## src/rtl/mypc_program_sequencer.sv

```systemverilog
// rtl/mypc_program_sequencer.sv - program store and issue sequencer for the 4-bit computer
// Issues one {opcode, A, B} word per clock and resolves JZ, CALL/RET and HLT locally.
module mypc_program_sequencer #(
    parameter int PROG_DEPTH   = 16,
    parameter int RSTACK_DEPTH = 4,
    parameter int BUBBLE_OP    = 15
) (
    input  logic                          mypc_clock,
    input  logic                          mypc_reset_n,
    input  logic                          load_en,
    input  logic [$clog2(PROG_DEPTH)-1:0] load_addr,
    input  logic [11:0]                   load_data,
    input  logic                          start,
    input  logic                          zf_in,
    output logic [3:0]                    pc_instr,
    output logic [3:0]                    A_out,
    output logic [3:0]                    B_out,
    output logic                          issue_valid,
    output logic [$clog2(PROG_DEPTH)-1:0] fetch_ptr,
    output logic                          running,
    output logic                          halted,
    output logic                          stack_err
);

    localparam int PW = $clog2(PROG_DEPTH);
    localparam int DW = $clog2(RSTACK_DEPTH + 1);

    localparam logic [3:0] OP_JZ   = 4'd10;
    localparam logic [3:0] OP_CALL = 4'd13;
    localparam logic [3:0] OP_RET  = 4'd14;
    localparam logic [3:0] OP_HLT  = 4'd15;

    typedef enum logic [1:0] {
        S_IDLE   = 2'd0,
        S_RUN    = 2'd1,
        S_BUBBLE = 2'd2,
        S_HALT   = 2'd3
    } state_t;

    state_t state, state_nxt;

    logic [11:0]   prog_mem [PROG_DEPTH];
    logic [PW-1:0] rstack   [RSTACK_DEPTH];
    logic [DW-1:0] depth, depth_nxt, depth_dec;

    logic [3:0]    br_op;
    logic [PW-1:0] br_target, br_ret;

    logic [11:0]   cur_word;
    logic [3:0]    cur_op;
    logic [PW-1:0] ptr_inc, ptr_nxt, pop_val;
    logic          mem_we, latch_br, push, err_nxt;

    logic [3:0]    pc_nxt, a_nxt, b_nxt;
    logic          valid_nxt, running_nxt, halted_nxt;

    assign cur_word  = prog_mem[fetch_ptr];
    assign cur_op    = cur_word[11:8];
    assign ptr_inc   = fetch_ptr + PW'(1);
    assign depth_dec = depth - DW'(1);
    assign mem_we    = load_en && ((state == S_IDLE) || (state == S_HALT));

    // Program memory has no reset so a loaded program survives a reset pulse.
    always_ff @(posedge mypc_clock) begin
        if (mem_we) begin
            prog_mem[load_addr] <= load_data;
        end
    end

    always_comb begin
        pop_val = '0;
        for (int i = 0; i < RSTACK_DEPTH; i++) begin
            if (depth_dec == DW'(i)) begin
                pop_val = rstack[i];
            end
        end
    end

    always_ff @(posedge mypc_clock or negedge mypc_reset_n) begin
        if (!mypc_reset_n) begin
            state       <= S_IDLE;
            fetch_ptr   <= '0;
            depth       <= '0;
            stack_err   <= 1'b0;
            pc_instr    <= 4'(BUBBLE_OP);
            A_out       <= '0;
            B_out       <= '0;
            issue_valid <= 1'b0;
            running     <= 1'b0;
            halted      <= 1'b0;
            br_op       <= '0;
            br_target   <= '0;
            br_ret      <= '0;
            for (int i = 0; i < RSTACK_DEPTH; i++) begin
                rstack[i] <= '0;
            end
        end else begin
            state       <= state_nxt;
            fetch_ptr   <= ptr_nxt;
            depth       <= depth_nxt;
            stack_err   <= err_nxt;
            pc_instr    <= pc_nxt;
            A_out       <= a_nxt;
            B_out       <= b_nxt;
            issue_valid <= valid_nxt;
            running     <= running_nxt;
            halted      <= halted_nxt;
            if (latch_br) begin
                br_op     <= cur_op;
                br_target <= PW'(cur_word[7:4]);
                br_ret    <= ptr_inc;
            end
            for (int i = 0; i < RSTACK_DEPTH; i++) begin
                if (push && (depth == DW'(i))) begin
                    rstack[i] <= br_ret;
                end
            end
        end
    end

    always_comb begin
        state_nxt = state;
        ptr_nxt   = fetch_ptr;
        depth_nxt = depth;
        err_nxt   = stack_err;
        latch_br  = 1'b0;
        push      = 1'b0;
        case (state)
            S_IDLE, S_HALT: begin
                // A write in the same cycle as start wins; start is dropped.
                if (start && !load_en) begin
                    state_nxt = S_RUN;
                    ptr_nxt   = '0;
                    depth_nxt = '0;
                    err_nxt   = 1'b0;
                end
            end
            S_RUN: begin
                case (cur_op)
                    OP_JZ, OP_CALL, OP_RET: begin
                        state_nxt = S_BUBBLE;
                        latch_br  = 1'b1;
                    end
                    OP_HLT:  state_nxt = S_HALT;
                    default: ptr_nxt   = ptr_inc;
                endcase
            end
            S_BUBBLE: begin
                state_nxt = S_RUN;
                case (br_op)
                    OP_JZ: ptr_nxt = zf_in ? br_target : br_ret;
                    OP_CALL: begin
                        if (depth < DW'(RSTACK_DEPTH)) begin
                            push      = 1'b1;
                            depth_nxt = depth + DW'(1);
                            ptr_nxt   = br_target;
                        end else begin
                            err_nxt   = 1'b1;
                            state_nxt = S_HALT;
                        end
                    end
                    OP_RET: begin
                        if (depth != '0) begin
                            depth_nxt = depth_dec;
                            ptr_nxt   = pop_val;
                        end else begin
                            err_nxt   = 1'b1;
                            state_nxt = S_HALT;
                        end
                    end
                    default: ptr_nxt = br_ret;
                endcase
            end
            default: state_nxt = S_IDLE;
        endcase
    end

    // The issued word depends on the current state; status flags follow the next state.
    always_comb begin
        pc_nxt    = 4'(BUBBLE_OP);
        a_nxt     = '0;
        b_nxt     = '0;
        valid_nxt = 1'b0;
        if (state == S_RUN) begin
            pc_nxt    = cur_word[11:8];
            a_nxt     = cur_word[7:4];
            b_nxt     = cur_word[3:0];
            valid_nxt = 1'b1;
        end
        running_nxt = (state_nxt == S_RUN) || (state_nxt == S_BUBBLE);
        halted_nxt  = (state_nxt == S_HALT);
    end

endmodule

```

## config.mk

```make
export PLATFORM = sky130hd
export DESIGN_NAME = mypc_program_sequencer
export DESIGN_NICKNAME = d
export VERILOG_FILES = /design/src/rtl/mypc_program_sequencer.sv
export SDC_FILE = /design/constraint.sdc
export NUM_CORES = 1
export LEC_CHECK = 0
export CELL_PAD_IN_SITES_DETAIL_PLACEMENT = 0
export CELL_PAD_IN_SITES_GLOBAL_PLACEMENT = 2
export CORE_UTILIZATION = 41
export DETAILED_ROUTE_END_ITERATION = 7
export MAX_ROUTING_LAYER = met4
export PLACE_DENSITY = 0.76
export REMOVE_ABC_BUFFERS = 1
export SLEW_MARGIN = 10
export SYNTH_ARGS = -nofsm -noshare
export SYNTH_HDL_FRONTEND = slang
export SYNTH_SLANG_ARGS = --single-unit
```

## constraint.sdc

```tcl
create_clock -name mypc_clock -period 2.75 [get_ports mypc_clock]
set_clock_uncertainty 0.1 [all_clocks]
set_input_delay 0.275 -clock mypc_clock [delete_from_list [all_inputs] [get_ports mypc_clock]]
set_output_delay 0.275 -clock mypc_clock [all_outputs]
set_load 0.05 [all_outputs]
```

==> impl_metrics.env, run 1 <==
export IMPL_cp_depth=9
export IMPL_hold_viol_final=0
export IMPL_critical_path_arrival_ns=2.99
export IMPL_finalSetupViolations=0
export IMPL_drt_pass1_iterations=5
export IMPL_synth_seq_cells=245
export IMPL_grt_max_degree=31
export IMPL_die_h_um=159
export IMPL_drt_total_wl_um=23000
export IMPL_timing_slew_headroom=0.634
export IMPL_via_count=5522
export IMPL_fin_cells=1022
export IMPL_place_inst=968
export IMPL_drc=0
export IMPL_final_common_cell="edfxtp_1"
export IMPL_synth_warnings=0
export IMPL_worstReg2RegEnd="br_ret[0]$_DFFE_PN0P_"
export IMPL_p_leak_uw=0.00427
export IMPL_start_util=0.416
export IMPL_crit_path_start="fetch_ptr[0]$_DFFE_PN0P_"
export IMPL_io_pins=41
export IMPL_core_sq_mm=0.0242
export IMPL_final_layout_size_suffix_gt1_frac=0.254
export IMPL_synth_area_leaders="edfxtp_1, dfrtp_1, mux4_2, mux2i_1, mux2_2"
export IMPL_met3WireLength_um=1030
export IMPL_r2r_setup_slack_ns=0.08
export IMPL_timing_setup_tns_ns=0
export IMPL_grt_pass1_vias=5761
export IMPL_dp_hpwl_um=14000
export IMPL_post_route_period_util=0.972
export IMPL_antenna_found_initial=0
export IMPL_synth_area_leader_cell="edfxtp_1"
export IMPL_cp_cell_sequence="buf_6 -> buf_4 -> mux4_2 -> a22oi_2 -> and2_4 -> nand3_2 -> a21o_1 -> buf_12 -> mux2_4"
export IMPL_insertedDiodeCount=0
export IMPL_status="finished, final reports clean"
export IMPL_postSynthCellCount=583
export IMPL_worst_path_max_delay_cell="mux4_2"
export IMPL_cts_buffers=25
export IMPL_rr_worst_depth=9
export IMPL_synth_edf_count=192
export IMPL_dr_wl_met2_um=11300
export IMPL_end_kind="flip-flop"
export IMPL_crit_type="reg -> reg"
export IMPL_cp_max_fo=12
export IMPL_critPathLaunchType="flip-flop"
export IMPL_grt_pass1_wl_um=35300
export IMPL_syn_to_final_growth_pct=19.5
export IMPL_path_delay_family="multiplexers"
export IMPL_holdCritPathClass="in -> async"
export IMPL_drt_iter0_drc=426
export IMPL_cts_tree="built"
export IMPL_clk_pin_slew_worst_paths_ns=0.06
export IMPL_cp_num_buf_inv=3
export IMPL_die_x_um=159
export IMPL_gp_congestion=0.772
export IMPL_seq_area_frac_synth=0.704
export IMPL_via_per_inst=5.40
export IMPL_yosysUniqueCellTypes=50
export IMPL_syn_area_per_cell_sq_um=17.3
export IMPL_synthFlopType="edfxtp_1"
export IMPL_clock_root_buffer="clkbuf_16"
export IMPL_gr_usage_all_layers=0.193
export IMPL_dieArea_sq_mm=0.0252
export IMPL_ant_nets=0
export IMPL_nNetsFinal=713
export IMPL_ir_drop_v=0.000538
export IMPL_layout_common_cells="edfxtp_1, dfrtp_1, buf_4"
export IMPL_port_buffers=40
export IMPL_p_per_area_mw_per_mm2=924
export IMPL_numClockSinks=245
export IMPL_clock_fmax_mhz=374
export IMPL_max_cap_violations=0
export IMPL_row_count=57
export IMPL_slowest_delay_ns=0.52
export IMPL_worstPathRequired_ns=3.07
export IMPL_syn_area_sq_mm=0.0101
export IMPL_worst_skew_pair_late_latency_ns=0.53
export IMPL_top_layer="met4"
export IMPL_grt_overflow_total=0
export IMPL_crit_path_end="br_ret[0]$_DFFE_PN0P_"
export IMPL_fin_crit_ns=2.67
export IMPL_slew_violations=0
export IMPL_r2r_start="fetch_ptr[0]$_DFFE_PN0P_"
export IMPL_synth_top_area_frac=0.572
export IMPL_clock_path_buffers=3
export IMPL_async_reset_ff_frac=0.216
export IMPL_cts_max_level=1
export IMPL_nFillCells=2048
export IMPL_wl_met1_um=10200
export IMPL_wl_per_cell_um=22.5
export IMPL_tightest_slew_ns=0.547
## worst min path at each step
stage                       from                       end  slack, ns  cells after the start
floorplan           mypc_reset_n        A_out[0]$_DFF_PN0_      -0.12                      0
global placement    mypc_reset_n        state[0]$_DFF_PN0_       0.23                      2
detailed placement  mypc_reset_n          halted$_DFF_PN0_       0.22                      2
CTS                 mypc_reset_n  br_target[1]$_DFFE_PN0P_       0.21                      3
global route        mypc_reset_n        state[0]$_DFF_PN0_       0.26                      3
finish              mypc_reset_n        state[0]$_DFF_PN0_       0.21                      3
## stage by stage
stage               setup slack (ns)  total power (uW)  hold slack (ns)  utilization  instance area (sq um)
finish                        0.0761             11100            0.213        0.497                  12000
global route                -0.00608             11700            0.258        0.497                  12000
CTS                          0.00314             11100            0.210        0.493                  11900
detailed placement           -0.0549              7970            0.222        0.460                  11200
global placement            -0.00883              7930            0.227        0.460                  11200
floorplan                      -2.16              6840           -0.121            -                   9930
## synth_stat cells (all sizes together) (3+ instances only)
library cell	instances
a21oi	12
o31ai	3
buf	16
mux2i	32
nor2b	7
nand2	40
and2	9
ha	12
a22oi	10
clkbuf	8
dfrtp	49
nand3b	3
a22o	7
mux2	25
mux4	36
nor3	6
nor2	24
nand2b	4
dfstp	4
nand3	8
a221oi	19
o21ai	19
a21boi	5
inv	11
edfxtp	192
## where the power goes
part,total [uW],internal (uW),switching (uW)
sequential,4560,4340,220
combinational,3430,1470,1950
clock,3150,1810,1340
## cell type report
cell class              instances  area [sq um]  area share
clock inverters                10          85.1     0.00706
inverters                      11          41.3     0.00343
clock buffers                  35           673      0.0559
repair buffers                 94           881      0.0731
multi-input cells             303          2860       0.237
well taps                     324           405      0.0337
flip-flops and latches        245          7100       0.590
## worst reg2reg max path, stage by stage, from the launching register on
cell and delay (ns):
dfrtp_4 0.47, buf_6 0.16, buf_4 0.14, mux4_2 0.52, a22oi_2 0.24, and2_4 0.20
nand3_2 0.08, a21o_1 0.19, buf_12 0.15, mux2_4 0.30
## timing repair
action / in CTS / in global routing
setup buffers: 1 / 7
endpoints found under the hold margin: 53 / 0
gates resized for setup: 0 / 15
pin swaps: 0 / 4
hold buffers: 1 / 0
setup endpoints to repair: 3 / 17
## metal layers
metal / GRT usage / up-vias
met3: 0.0295 / 38
met4: 0.0472 / 0
met1: 0.257 / 2864
met5: - / -
li1: - / 2499
met2: 0.312 / 121
## cells by family after synthesis
kind of cell	after synthesis	synth area share
flops	245	0.704
buf+inv	35	0.0186
simple gates	110	0.0528
xor+xnor	3	0.00261
mux	93	0.143
compound gates	85	0.0642
fa+ha+maj	12	0.0149
## state kept, by name, indices dropped and copies added, names as in the netlist
name	count
A_out	4
B_out	4
br_op	4
br_ret	4
br_target	4
depth	3
fetch_ptr	4
halted	1
issue_valid	1
pc_instr	4
prog_mem	192
rstack	16
running	1
stack_err	1
state	2
No activity file was read; power rests on OpenSTA's default activity.
==> inputs of run 2 (changes only) <==
- REMOVE_ABC_BUFFERS: 1 -> unset
==> run 2 against run 1 <==
Setup slack improved by 0.020 ns. Global-route usage fell by 0.72 points. Core utilization up 0.44 points. Final cell count up 0.39%. Sequential share of layout area decreased by 0.50 points. Flip-flop and latch count is the same. Critical endpoint is now br_target[3]$_DFFE_PN0P_.
==> impl_metrics.env, run 2 (synthesized netlist as in run 1, its figures left out) <==
export IMPL_status="finished, final reports clean"
export IMPL_top_layer="met4"
export IMPL_gr_usage_all_layers=0.186
export IMPL_cpMostUsedCell="buf_4"
export IMPL_place_inst=972
export IMPL_fin_crit_ns=2.65
export IMPL_start_util=0.416
export IMPL_clk_pin_slew_worst_paths_ns=0.06
export IMPL_slew_violations=0
export IMPL_slowest_delay_ns=0.38
export IMPL_via_count=5537
export IMPL_grt_overflow_total=0
export IMPL_p_per_area_mw_per_mm2=945
export IMPL_crit_path_start="fetch_ptr[1]$_DFFE_PN0P_"
export IMPL_core_sq_mm=0.0242
export IMPL_nNetsFinal=717
export IMPL_rr_worst_depth=9
export IMPL_grt_pass1_wl_um=34200
export IMPL_top_regs="prog_mem x192, rstack x16"
export IMPL_cp_cell_sequence="buf_4 -> mux4_2 -> a22oi_1 -> nand2_2 -> buf_4 -> nand3_2 -> a21o_1 -> buf_12 -> mux2_2"
export IMPL_ir_drop_v=0.000537
export IMPL_grt_pass1_vias=5730
export IMPL_seqCellArea_sq_mm=0.00710
export IMPL_cp_num_buf_inv=3
export IMPL_p_leak_uw=0.00433
export IMPL_via_per_inst=5.40
export IMPL_cts_max_level=1
export IMPL_clock_path_buffers=3
export IMPL_detailedPlace_worstSlack_ns=-0.0765
export IMPL_clock_root_buffer="clkbuf_16"
export IMPL_ant_nets=0
export IMPL_layout_common_cells="edfxtp_1, buf_4, dfrtp_1"
export IMPL_cts_tree="built"
export IMPL_grt_max_degree=30
export IMPL_r2r_setup_slack_ns=0.1
export IMPL_worst_path_max_delay_cell="dfrtp_2"
export IMPL_max_cap_violations=0
export IMPL_nFillCells=1996
export IMPL_port_buffers=40
export IMPL_wl_met1_um=9970
export IMPL_insertedDiodeCount=0
export IMPL_met3WireLength_um=1150
export IMPL_row_count=57
export IMPL_drc=0
export IMPL_finalSetupViolations=0
export IMPL_rsz0062_at_grt="no"
export IMPL_dpl_cell_area_sq_mm=0.0112
export IMPL_crit_type="reg -> reg"
export IMPL_cts_buffers=26
export IMPL_worst_skew_pair_late_latency_ns=0.52
export IMPL_end_kind="flip-flop"
export IMPL_fin_cells=1026
export IMPL_timing_slew_headroom=0.501
export IMPL_hold_viol_final=0
export IMPL_syn_nets=616
export IMPL_critical_path_arrival_ns=2.96
export IMPL_holdWs_ns=0.258
export IMPL_clock_fmax_mhz=377
export IMPL_drt_total_wl_um=22500
export IMPL_holdCritPathClass="in -> async"
export IMPL_gp_congestion=0.817
export IMPL_final_layout_size_suffix_gt1_frac=0.266
export IMPL_dr_wl_met2_um=10900
export IMPL_io_pins=41
export IMPL_final_common_cell="edfxtp_1"
export IMPL_worstReg2RegEnd="br_target[3]$_DFFE_PN0P_"
export IMPL_critPathLaunchType="flip-flop"
export IMPL_stdcell_area_sq_mm=0.0121
export IMPL_largest_register_ff_count=192
export IMPL_cp_max_fo=24
export IMPL_dp_hpwl_um=14500
export IMPL_dieArea_sq_mm=0.0252
export IMPL_fin_ws_ns=0.0960
export IMPL_syn_to_final_growth_pct=20.5
export IMPL_path_delay_family="multiplexers"
export IMPL_die_x_um=159
export IMPL_r2r_start="fetch_ptr[1]$_DFFE_PN0P_"
export IMPL_multi_input_area_sq_mm=0.00287
export IMPL_drt_iter0_drc=360
export IMPL_tightest_slew_ns=0.748
export IMPL_die_h_um=159
export IMPL_numClockSinks=245
export IMPL_wl_per_cell_um=21.9
export IMPL_drt_pass1_iterations=5
export IMPL_post_route_period_util=0.965
export IMPL_top_register="prog_mem"
export IMPL_antenna_found_initial=0
export IMPL_worstPathRequired_ns=3.05
run 2: cell type report:
cell class,instances,share of cell area
Sequential cell,245,0.585
Tap cell,324,0.0334
Multi-Input combinational cell,303,0.236
Inverter,11,0.00371
Timing Repair Buffer,97,0.0704
Clock inverter,15,0.0145
Clock buffer,31,0.0568
run 2: worst register-to-register path, stage by stage (launching register included):
cell	delay, ns
dfrtp_2	0.38
buf_4	0.36
mux4_2	0.38
a22oi_1	0.29
nand2_2	0.13
buf_4	0.17
nand3_2	0.07
a21o_1	0.15
buf_12	0.15
mux2_2	0.34
run 2: repair_timing:
item / CTS / global route
buffers inserted: 1 / 6
hold buffers: 1 / 0
cloned: 0 / 0
setup endpoints to repair: 2 / 15
resized for setup: 2 / 15
pin swaps: 0 / 3
hold endpoints to repair: 21 / 0
run 2: report_power, final:
group / internal [uW] / switching, uW / leakage, uW
logic: 1450 / 1960 / 0.00150
clock network: 2160 / 1380 / 0.000424
registers: 4340 / 196 / 0.00241
run 2: stage by stage:
step / utilization / power [uW] / TNS [ns]
after floorplan: - / 6880 / -0.0229
after global placement: 0.460 / 7910 / 0
after detailed placement: 0.460 / 7950 / -0.0765
after CTS: 0.497 / 11500 / 0
after global routing: 0.501 / 12000 / 0
final: 0.501 / 11500 / 0
run 2: metal layers:
metal / GRT usage / vias up
met4: 0.0574 / 0
met5: - / -
met2: 0.293 / 155
li1: - / 2501
met1: 0.253 / 2845
met3: 0.0230 / 36
run 2: how the worst max path moves through the flow:
stage / endpoint / cells after the start
final: br_target[3]$_DFFE_PN0P_ / 9
after global routing: br_target[3]$_DFFE_PN0P_ / 9
after CTS: running$_DFF_PN0_ / 10
after detailed placement: running$_DFF_PN0_ / 7
after floorplan: running$_DFF_PN0_ / 9
after global placement: running$_DFF_PN0_ / 7
